File: src/rtl/mux2to1_rr_arbiter.sv
// Round-robin 2:1 arbiter that shares one registered N-bit output between two
// valid/ready requesters, with a burst cap on consecutive beats per grant.
//
// state   | meaning
// IDLE    | no owner; waiting for a requester to go valid
// GRANT_A | A owns the output register and may push beats
// GRANT_B | B owns the output register and may push beats
module mux2to1_rr_arbiter #(
  parameter int N         = 32,
  parameter int MAX_BURST = 4
) (
  input  logic         clk,
  input  logic         rst_n,
  input  logic [N-1:0] A,
  input  logic         A_valid,
  output logic         A_ready,
  input  logic [N-1:0] B,
  input  logic         B_valid,
  output logic         B_ready,
  output logic [N-1:0] Y,
  output logic         Y_valid,
  input  logic         Y_ready,
  output logic         S
);

  localparam int CW = $clog2(MAX_BURST + 1);

  typedef enum logic [1:0] {
    IDLE    = 2'd0,
    GRANT_A = 2'd1,
    GRANT_B = 2'd2
  } state_t;

  state_t         state_q, state_d;
  logic [N-1:0]   y_q, y_d;
  logic           y_valid_q, y_valid_d;
  logic           s_q, s_d;
  logic [CW-1:0]  cnt_q, cnt_d;
  logic           last_q, last_d;   // 1 = B was granted most recently

  logic           slot;
  logic           own_valid;
  logic           oth_valid;
  logic [N-1:0]   own_data;
  logic           accept;
  logic           cap;
  logic [CW-1:0]  cnt_inc;
  logic           do_grant;
  logic           grant_b;

  assign slot    = !y_valid_q || Y_ready;
  assign A_ready = (state_q == GRANT_A) && slot;
  assign B_ready = (state_q == GRANT_B) && slot;

  assign Y       = y_q;
  assign Y_valid = y_valid_q;
  assign S       = s_q;

  always_comb begin
    state_d   = state_q;
    y_d       = y_q;
    y_valid_d = y_valid_q;
    s_d       = s_q;
    cnt_d     = cnt_q;
    last_d    = last_q;
    do_grant  = 1'b0;
    grant_b   = 1'b0;

    own_valid = (state_q == GRANT_B) ? B_valid : A_valid;
    oth_valid = (state_q == GRANT_B) ? A_valid : B_valid;
    own_data  = (state_q == GRANT_B) ? B : A;
    accept    = (A_valid && A_ready) || (B_valid && B_ready);
    cnt_inc   = cnt_q + 1'b1;
    cap       = accept && (cnt_inc == CW'(MAX_BURST));

    // A stalled output register freezes everything, including the FSM.
    if (slot) begin
      if (accept) begin
        y_d       = own_data;
        y_valid_d = 1'b1;
        s_d       = (state_q == GRANT_B);
        cnt_d     = cnt_inc;
      end else begin
        y_valid_d = 1'b0;
      end

      case (state_q)
        IDLE: begin
          if (A_valid && B_valid) begin
            do_grant = 1'b1;
            grant_b  = !last_q;
          end else if (A_valid || B_valid) begin
            do_grant = 1'b1;
            grant_b  = B_valid;
          end
        end
        GRANT_A, GRANT_B: begin
          if (cap || !own_valid) begin
            if (oth_valid) begin
              do_grant = 1'b1;
              grant_b  = (state_q == GRANT_A);
            end else if (cap && own_valid) begin
              do_grant = 1'b1;
              grant_b  = (state_q == GRANT_B);
            end else begin
              state_d = IDLE;
            end
          end
        end
        default: state_d = IDLE;
      endcase

      if (do_grant) begin
        state_d = grant_b ? GRANT_B : GRANT_A;
        cnt_d   = '0;
        last_d  = grant_b;
      end
    end
  end

  always_ff @(posedge clk or negedge rst_n) begin
    if (!rst_n) begin
      state_q   <= IDLE;
      y_q       <= '0;
      y_valid_q <= 1'b0;
      s_q       <= 1'b0;
      cnt_q     <= '0;
      last_q    <= 1'b1;
    end else begin
      state_q   <= state_d;
      y_q       <= y_d;
      y_valid_q <= y_valid_d;
      s_q       <= s_d;
      cnt_q     <= cnt_d;
      last_q    <= last_d;
    end
  end

endmodule

File: config.mk
export PLATFORM = sky130hd
export DESIGN_NAME = mux2to1_rr_arbiter
export DESIGN_NICKNAME = d
export VERILOG_FILES = /design/src/rtl/mux2to1_rr_arbiter.sv
export SDC_FILE = /design/constraint.sdc
export NUM_CORES = 1
export LEC_CHECK = 0
export CELL_PAD_IN_SITES_DETAIL_PLACEMENT = 1
export CELL_PAD_IN_SITES_GLOBAL_PLACEMENT = 1
export CORE_ASPECT_RATIO = 2
export CORE_UTILIZATION = 31
export CTS_CLUSTER_SIZE = 25
export DETAILED_ROUTE_END_ITERATION = 8
export GPL_TIMING_DRIVEN = 1
export MAX_ROUTING_LAYER = met4
export PLACE_DENSITY = 0.89
export SETUP_SLACK_MARGIN = 0.5
export SLEW_MARGIN = 15
export SYNTH_ARGS = -nofsm -noshare
export SYNTH_HDL_FRONTEND = slang
export SYNTH_SLANG_ARGS = --single-unit
File: constraint.sdc
create_clock -name clk -period 3.3 [get_ports clk]
set_clock_uncertainty 0.05 [all_clocks]
set_input_delay 0.495 -clock clk [delete_from_list [all_inputs] [get_ports clk]]
set_output_delay 0.495 -clock clk [all_outputs]
set_load 0.05 [all_outputs]
; ---- Word level (Yosys, flattened, before mapping)
; Index checks and enable logic that the tools add are counted.
[word_totals]
register_bits = 40
latchBits = 0
ram_bits = 0
romBits = 0
output_inout_bits = 36
word_cells = 61
n_memories = 0
[classes]
add_sub_neg = 1
mul = 0
n_div = 0
n_lt_le_gt_ge = 0
n_eq_ne = 7
shifts = 0
mux = 26
bitwise_logic = 0
reduce_logical = 21
[ops]
columns = op, count
row1 = 2-to-1 mux 32 bit, 1
row2 = 2-to-1 mux 1 bit, 15
row3 = 2-to-1 mux 2 bit, 5
row4 = "inequality test 3 bit, second input constant", 3
row5 = logical AND 1 bit, 7
row6 = 2-to-1 mux 3 bit, 2
row7 = AND reduction 2 bit, 3
row8 = AND reduction 5 bit, 1
row9 = logical OR 1 bit, 4
row10 = case mux 1 bit (2 select lines), 2
row11 = case mux 2 bit (2 select lines), 1
row12 = "adder 3 x 1 -> 3 bit, second input constant", 1
row13 = "equality test 3 bit, second input constant", 1
row14 = logical NOT 1 bit, 3
row15 = "equality test 2 x 1 -> 1 bit, second input constant", 1
row16 = "equality test 2 bit, second input constant", 1
row17 = logical NOT 2 bit, 1
row18 = "inequality test 2 bit, second input constant", 1
row19 = nonzero test 2 bit, 1
row20 = OR reduction 2 bit, 1

; ---- Logic depth before layout (Yosys ltp)
; Gate-level depths: netlist of run 1.
[depth]
depth_word = 14
depth_mapped = 8

; ---- Least setup slack after synthesis of run 1
; No wires, ideal clock.
[synth_path]
path_type = reg2out
startpoint = reg state_q[0]
endpoint = out B_ready
arrival_time_ps = 1595
required_ps = 2755
path_slack_ps = 1160
stages_incl_launch_ff = 6
path_buffers = 2
path_cell_list = dfrtp_1 inv_1 ha_1 buf_2 buf_2 and2_1
[synth_between]
elab_chain_len = 2
[synth_lines]
columns = element, line
row1 = "start, declared", 34  ; state_t state_q, state_d;
row2 = "start signal, assigned", 130  ; state_q <= state_d;
row3 = equality test 2 bit, 53  ; assign B_ready = (state_q == GRANT_B) && slot;
row4 = logical AND 1 bit, 53
row5 = "end, declared", 19  ; output logic B_ready,
; Every way passes these cells.

; ---- Worst setup path after layout of run 1
[layout_path]
startpoint = in Y_ready
endpoint = out A_ready
[layout_between]
elab_chain_len = 2
[layout_lines]
columns = element, line
row1 = "start, declared", 22  ; input logic Y_ready,
row2 = logical OR 1 bit, 51  ; assign slot = !y_valid_q || Y_ready;
row3 = logical AND 1 bit, 52  ; assign A_ready = (state_q == GRANT_A) && slot;
row4 = "end, declared", 16  ; output logic A_ready,
; Every way passes these cells.

==> summary.md, run 1 <==
| Metric | Value |
|---|---|
| Status | finished, final reports clean |
| RSZ-0062 raised after global routing | false |
| Hold-fix buffers, CTS | 0 |
| Layout area overhead | 61.17% |
| Fmax | 383.3 MHz |
| Final TNS setup | 0 ns |
| Core area | 6361 um2 |
| Worst path most repeated cell | clkdlybuf4s50_1 |
| Post-synthesis cell type count | 30 |
| CTS root buffer | clkbuf_16 |
| Worst slew pin tran | 0.9090 ns |
| Vias/cell | 4.838 |
| Mapped Avg Cell Area | 10.15 um2 |
| PD cells | 1040 nW/um2 |
| CTS Buf Count | 5 |
| Setup CP Type | primary input to output port |
| Routed vias | 1,887 |
| Clock slew at reported path FFs | 0.06 ns |
| Combinational group share of total power | 61.3% |
| Gpl congestion | 0.8678 |
| Slowest cell on crit path | clkdlybuf4s50_1 |
| Skew-Pair Late Insertion Delay | 0.28 ns |
| Drt pass-1 iters | 2 |
| Remaining DRCs | 0 |
| H-tree depth | 2 |
| Die Y | 117.0 um |
| Most used flip-flop cell after synthesis | dfrtp_1 |
| Cells after synthesis | 202 |
| Dpl hpwl | 4.817 mm |
| Worst Path Max Fanout | 4 |
| Number of synthesized flops with an enable pin | 0 |
| Sequential share of power | 25.3% |
| Initial antenna violation count | 0 |
| Clock power share | 13.4% |
| Worst Hold Slack | 0.2904 ns |
| Largest net degree at the start of global routing | 41 |
| CP startpoint kind | primary input |
| Max-cap violations | 0 |
| Row cnt | 41 |
| Full die area | 6960 um2 |
| Final Max Slew Viols | 0 |
| Top Family by Delay on Critical Path | buffers and inverters |
| Final core utilization | 51.93% |
| Critical path, cell by cell | clkdlybuf4s50_1, nand2b_1, and2_1, clkdlybuf4s50_1 |
| Sequential element share of the synthesized area | 48.90% |
| Post-route ant nets | 0 |
| GRT Residual Overflow | 0 |
| Leakage Power | 1.305 nW |
| CTS tree | yes |
| Relative slew slack | 39.40% |
| Gr usage total | 18.85% |
| Crit end category | output port |
| Syn. warnings | 0 |
| DR iter-0 viols | 77 |
| Most frequent cells in the layout | 102 x clkdlybuf4s50_1, 39 x dfrtp_1, 36 x a21oi_1 |
| FF/Latch Area | 1002 um2 |
| Synth Net Count | 277 |
| Sw frac | 49.22% |
| DP Cell Count | 383 |
| Crit path buffers/inverters | 2 |
| Worst EP arrival | 2.06 ns |
| Mapped Area | 2049 um2 |
| Multi-input gate area | 983.4 um2 |
| # IOs | 105 |
| Initial Util | 32.22% |
| Share of layout cells above drive strength 1 | 5.921% |
| Crit share post-route | 79.05% |
| PortBufs | 104 |
| Deepest clock path buffer count | 2 |
| Max incr delay on CP | 0.79 ns |
| Fillcell total | 753 |
| Total Power | 3.434 mW |
| Post-route minimum period | 2.609 ns |
| R2r setup slk | 0.95 ns |
| Drt wl/cell | 15.58 um |
| Final hold vios | 0 |
| Synth Register Bits | 40 |
| Final setup viols | 0 |
| Post-CTS Setup Inserts | 0 |
| Commonest non-fill, non-tap cell in the layout | clkdlybuf4s50_1 |
| Worst Path Required | 2.75 ns |
| Internal power | 1.744 mW |
| Layout net count | 379 |
| Psw | 1.690 mW |
| VDD IR max | 438.0 uV |
| N_diodes | 0 |
| Routed WL | 6.078 mm |
| CTS sink cnt | 40 |
| HP Class | primary input to async pin |
| First-pass GRT wire length | 9.370 mm |
| Vias in the first global route | 1,993 |
| Ys async rst share | 100.0% |
| Post-route insts no fill | 390 |
| Die X-Extent | 59.50 um |
==> repair_timing <==
item	4_1_cts	5_1_grt
endpoints found under the hold margin	0	0
gates resized for setup	0	1
endpoints found under the setup margin	0	1
==> flip-flops by register name (all words and copies together) (netlist names) <==
name / cells
S: 1
Y_valid: 1
cnt_q: 3
state_q: 2
last_q: 1
Y: 32
==> worst register-to-register path, delay by kind of cell, from the launching register on <==
kind | cells | cell delay, ns
compound gates | 3 | 0.47
fa+ha+maj | 1 | 0.38
buf+inv | 2 | 0.47
flops | 1 | 0.42
mux | 1 | 0.31
simple gates | 1 | 0.14
==> power by group through the flow <==
stage                     registers [mW]  logic (mW)  clock network, mW
after floorplan                     1.56       0.694                  0
after global placement             0.855        2.07                  0
after detailed placement           0.875        2.13                  0
after CTS                          0.870        2.14              0.479
after global routing               0.894        2.25              0.494
final                              0.868        2.11              0.460
==> area by class of cell <==
type                    instances  area share (%)
repair buffers                107           32.12
well taps                      86           3.258
flip-flops and latches         40           30.34
inverters                       3          0.3409
clock buffers                   5           3.788
multi-input cells             147           29.77
clock inverters                 2          0.3788
==> routing by layer <==
layer	up-vias	GRT usage, %	routed length (um)
li1	904	-	-
met4	0	7.752	121
met1	920	18.12	2066
met3	10	2.198	179
met5	-	-	0
met2	53	36.33	3710
==> kinds of logic (layout without fill, tap and decap cells) <==
kind of cell | Yosys count | count (layout) | share of synthesized area, %
flops | 40 | 40 | 48.90
simple gates | 56 | 56 | 12.33
xor+xnor | 1 | 1 | 0.4274
buf+inv | 15 | 117 | 3.235
mux | 37 | 37 | 18.25
fa+ha+maj | 6 | 6 | 3.663
compound gates | 47 | 47 | 13.19
==> stage by stage <==
| step | setup slack (ns) | area [um2] |
|---|---|---|
| floorplan | 1.160 | 2049 |
| global placement | 0.6902 | 3163 |
| detailed placement | 0.6944 | 3163 |
| CTS | 0.5845 | 3301 |
| global route | 0.6404 | 3303 |
| finish | 0.6913 | 3303 |
==> worst paths after layout <==
| check | from | end | depth (start not counted) |
|---|---|---|---|
| max | Y_ready | A_ready | 4 |
| min | rst_n | Y[24]$_DFFE_PN0P_ | 1 |
| max reg2reg | state_q[0]$_DFFE_PN0P_ | state_q[0]$_DFFE_PN0P_ | 8 |
| min reg2reg | last_q$_DFFE_PN1P_ | last_q$_DFFE_PN1P_ | 2 |
| max in group asynchronous | rst_n | Y_valid$_DFFE_PN0N_ | 1 |
| min in group clk | last_q$_DFFE_PN1P_ | last_q$_DFFE_PN1P_ | 2 |
==> synth_stat cells (2+ instances only) <==
cell | number | area (um2)
clkbuf_1 | 6 | 22.52
nand2b_1 | 4 | 25.02
a32o_1 | 2 | 20.02
nor2_1 | 34 | 127.6
mux2i_1 | 34 | 340.3
inv_1 | 3 | 11.26
nor2b_1 | 4 | 25.02
dfrtp_1 | 39 | 975.9
ha_1 | 6 | 75.07
buf_2 | 5 | 25.02
a21oi_1 | 36 | 180.2
o21ai_0 | 3 | 15.01
nand2_2 | 2 | 12.51
nand3_1 | 4 | 20.02
and2_1 | 2 | 12.51
nand2_1 | 3 | 11.26
mux2_2 | 2 | 22.52
Power figures use the tool's default switching activity.
==> inputs of run 2 (changes only) <==
Settings changed: CORE_UTILIZATION 31 to 26, PLACE_DENSITY 0.89 to 0.8.
Clock period 3.3 ns to 2.1 ns, I/O delays scaled along.
==> run 2 against run 1 <==
  * Largest cell class unchanged
  * Die area increased by 19%
  * Highest routed layer unchanged
  * Sequential share of layout area decreased by 4.1 points
  * Combinational power increased by 93%
==> summary.md, run 2 (same netlist as run 1, synthesis figures left out) <==
| Metric | Value |
|---|---|
| Remaining DRCs | 0 |
| Die Y | 127.6 um |
| CP startpoint kind | flip-flop |
| Initial antenna violation count | 0 |
| Final hold vios | 0 |
| Max FFs per register | 32 |
| Final setup viols | 0 |
| Initial Util | 26.96% |
| PD cells | 1627 nW/um2 |
| CTS Buf Count | 5 |
| CTS tree | yes |
| Crit share post-route | 88.05% |
| Relative slew slack | 62.06% |
| Worst Path Max Fanout | 4 |
| RSZ-0062 raised after global routing | true |
| HP Class | flip-flop to flip-flop |
| Core area | 7601 um2 |
| Leakage Power | 1.535 nW |
| VDD IR max | 793.9 uV |
| DR iter-0 viols | 70 |
| Commonest non-fill, non-tap cell in the layout | clkdlybuf4s50_1 |
| # IOs | 105 |
| N_diodes | 0 |
| Post-route minimum period | 1.849 ns |
| GRT Residual Overflow | 0 |
| Worst EP arrival | 1.96 ns |
| Routed vias | 2,017 |
| Routed WL | 6.963 mm |
| H-tree depth | 2 |
| Skew-Pair Late Insertion Delay | 0.28 ns |
| Setup ws final | 0.2509 ns |
| R2r setup slk | 0.25 ns |
| Final Max Slew Viols | 0 |
| Deepest clock path buffer count | 2 |
| Row cnt | 45 |
| Dpl hpwl | 4.789 mm |
| Crit path buffers/inverters | 1 |
| Vias/cell | 4.735 |
| Share of layout cells above drive strength 1 | 26.81% |
| Post-route insts no fill | 426 |
| Gpl congestion | 0.7934 |
| Gr usage total | 18.37% |
| Full die area | 8263 um2 |
| Clock power share | 12.4% |
| Layout net count | 406 |
| Max-cap violations | 0 |
| Psw | 2.976 mW |
| First-pass GRT wire length | 10.92 mm |
| Largest net degree at the start of global routing | 25 |
| Sw frac | 47.77% |
| Most frequent cells in the layout | 67 x clkdlybuf4s50_1, 37 x dfrtp_1, 34 x mux2i_1 |
| Top Family by Delay on Critical Path | compound AO/OA/AOI/OAI gates |
| Status | finished, final reports clean |
| Total Power | 6.229 mW |
| Vias in the first global route | 2,230 |
| CTS root buffer | clkbuf_16 |
| Max incr delay on CP | 0.42 ns |
| Combinational group share of total power | 65.3% |
| Worst slew pin tran | 0.5692 ns |
| Clock slew at reported path FFs | 0.06 ns |
| Crit end category | flip-flop |
| Fmax | 540.8 MHz |
| PortBufs | 104 |
| CTS sink cnt | 40 |
| Setup CP Type | flip-flop to flip-flop |
| Drt pass-1 iters | 3 |
| Critical path, cell by cell | inv_2, ha_4, nand2_4, a21oi_4, nand4_1, a211o_1, mux2_4 |
| Sequential share of power | 22.3% |
| Worst Path Required | 2.21 ns |
| Drt wl/cell | 16.35 um |
| DP Cell Count | 398 |
| Post-route ant nets | 0 |
| Final TNS setup | 0 ns |
| Die X-Extent | 64.78 um |
| Internal power | 3.253 mW |
| Layout area overhead | 86.81% |
| Slowest cell on crit path | dfrtp_1 |
| Pre-CTS setup slack | 0.05757 ns |
## run 2: changes by cell type in the layout (fill, tap and decap cells not counted), moves of 3 or more
cell and delta:
nor2_2 +18, ha_4 +3, a21oi_1 -6, nor2_1 -20, buf_4 +13, clkdlybuf4s15_1 +3
buf_6 +7, buf_12 +4, dlygate4sd2_1 +30, clkdlybuf4s50_1 -35, a21oi_2 +6
## run 2: what timing repair did
item	in CTS	in global routing
hold buffers	1	0
endpoints found under the hold margin	17	0
buffers inserted	15	2
endpoints found under the setup margin	75	45
gates cloned	2	0
pin swaps	6	6
gates resized for setup	57	38
## run 2: cell type report
cell class              instances  area [um2]
multi-input cells             147        1177
well taps                      94       117.6
flip-flops and latches         40        1005
clock buffers                   7       142.6
fillers                       842        3772
clock inverters                 1       7.507
repair buffers                134        1365
inverters                       3       13.76
## run 2: final timing paths
check / startpoint / endpoint / cells past startpoint
max in group asynchronous: rst_n / Y[19]$_DFFE_PN0P_ / 3
worst min-delay path: last_q$_DFFE_PN1P_ / last_q$_DFFE_PN1P_ / 2
min in group asynchronous: rst_n / Y[3]$_DFFE_PN0P_ / 2
worst max-delay path: state_q[0]$_DFFE_PN0P_ / state_q[0]$_DFFE_PN0P_ / 7
worst min register to register: last_q$_DFFE_PN1P_ / last_q$_DFFE_PN1P_ / 2
worst max register to register: state_q[0]$_DFFE_PN0P_ / state_q[0]$_DFFE_PN0P_ / 7
## run 2: power by group through the flow
stage          clock [mW]  combinational, mW  sequential, mW
2_1_floorplan           0               1.15            2.47
3_3_place_gp            0               3.47            1.36
3_5_place_dp            0               3.53            1.38
4_1_cts             0.802               3.86            1.35
5_1_grt             0.838               4.31            1.45
6_report            0.772               4.07            1.39
## run 2: stage by stage
stage          hold WS (ns)  utilization [%]  area (um2)
3_3_place_gp         0.2912            43.41        3299
2_1_floorplan      -0.03059                -        2096
5_1_grt              0.4734            50.37        3829
4_1_cts              0.4320            48.67        3700
3_5_place_dp         0.2977            43.41        3299
6_report             0.4402            50.37        3829
## run 2: layer usage
| metal | GRT usage (%) | up-vias | wire (um) | part of all wire [%] |
|---|---|---|---|---|
| met5 | - | - | 0 | 0 |
| met3 | 2.321 | 17 | 172 | 2.5 |
| met4 | 10.72 | 0 | 262 | 3.8 |
| met2 | 34.31 | 62 | 4233 | 61 |
| li1 | - | 957 | - | - |
| met1 | 17.14 | 981 | 2294 | 33 |
## run 2: tightest hold or removal path: stages (launching register included)
cell,delay [ns]
dfstp_2,0.37
inv_1,0.05
mux2i_1,0.06
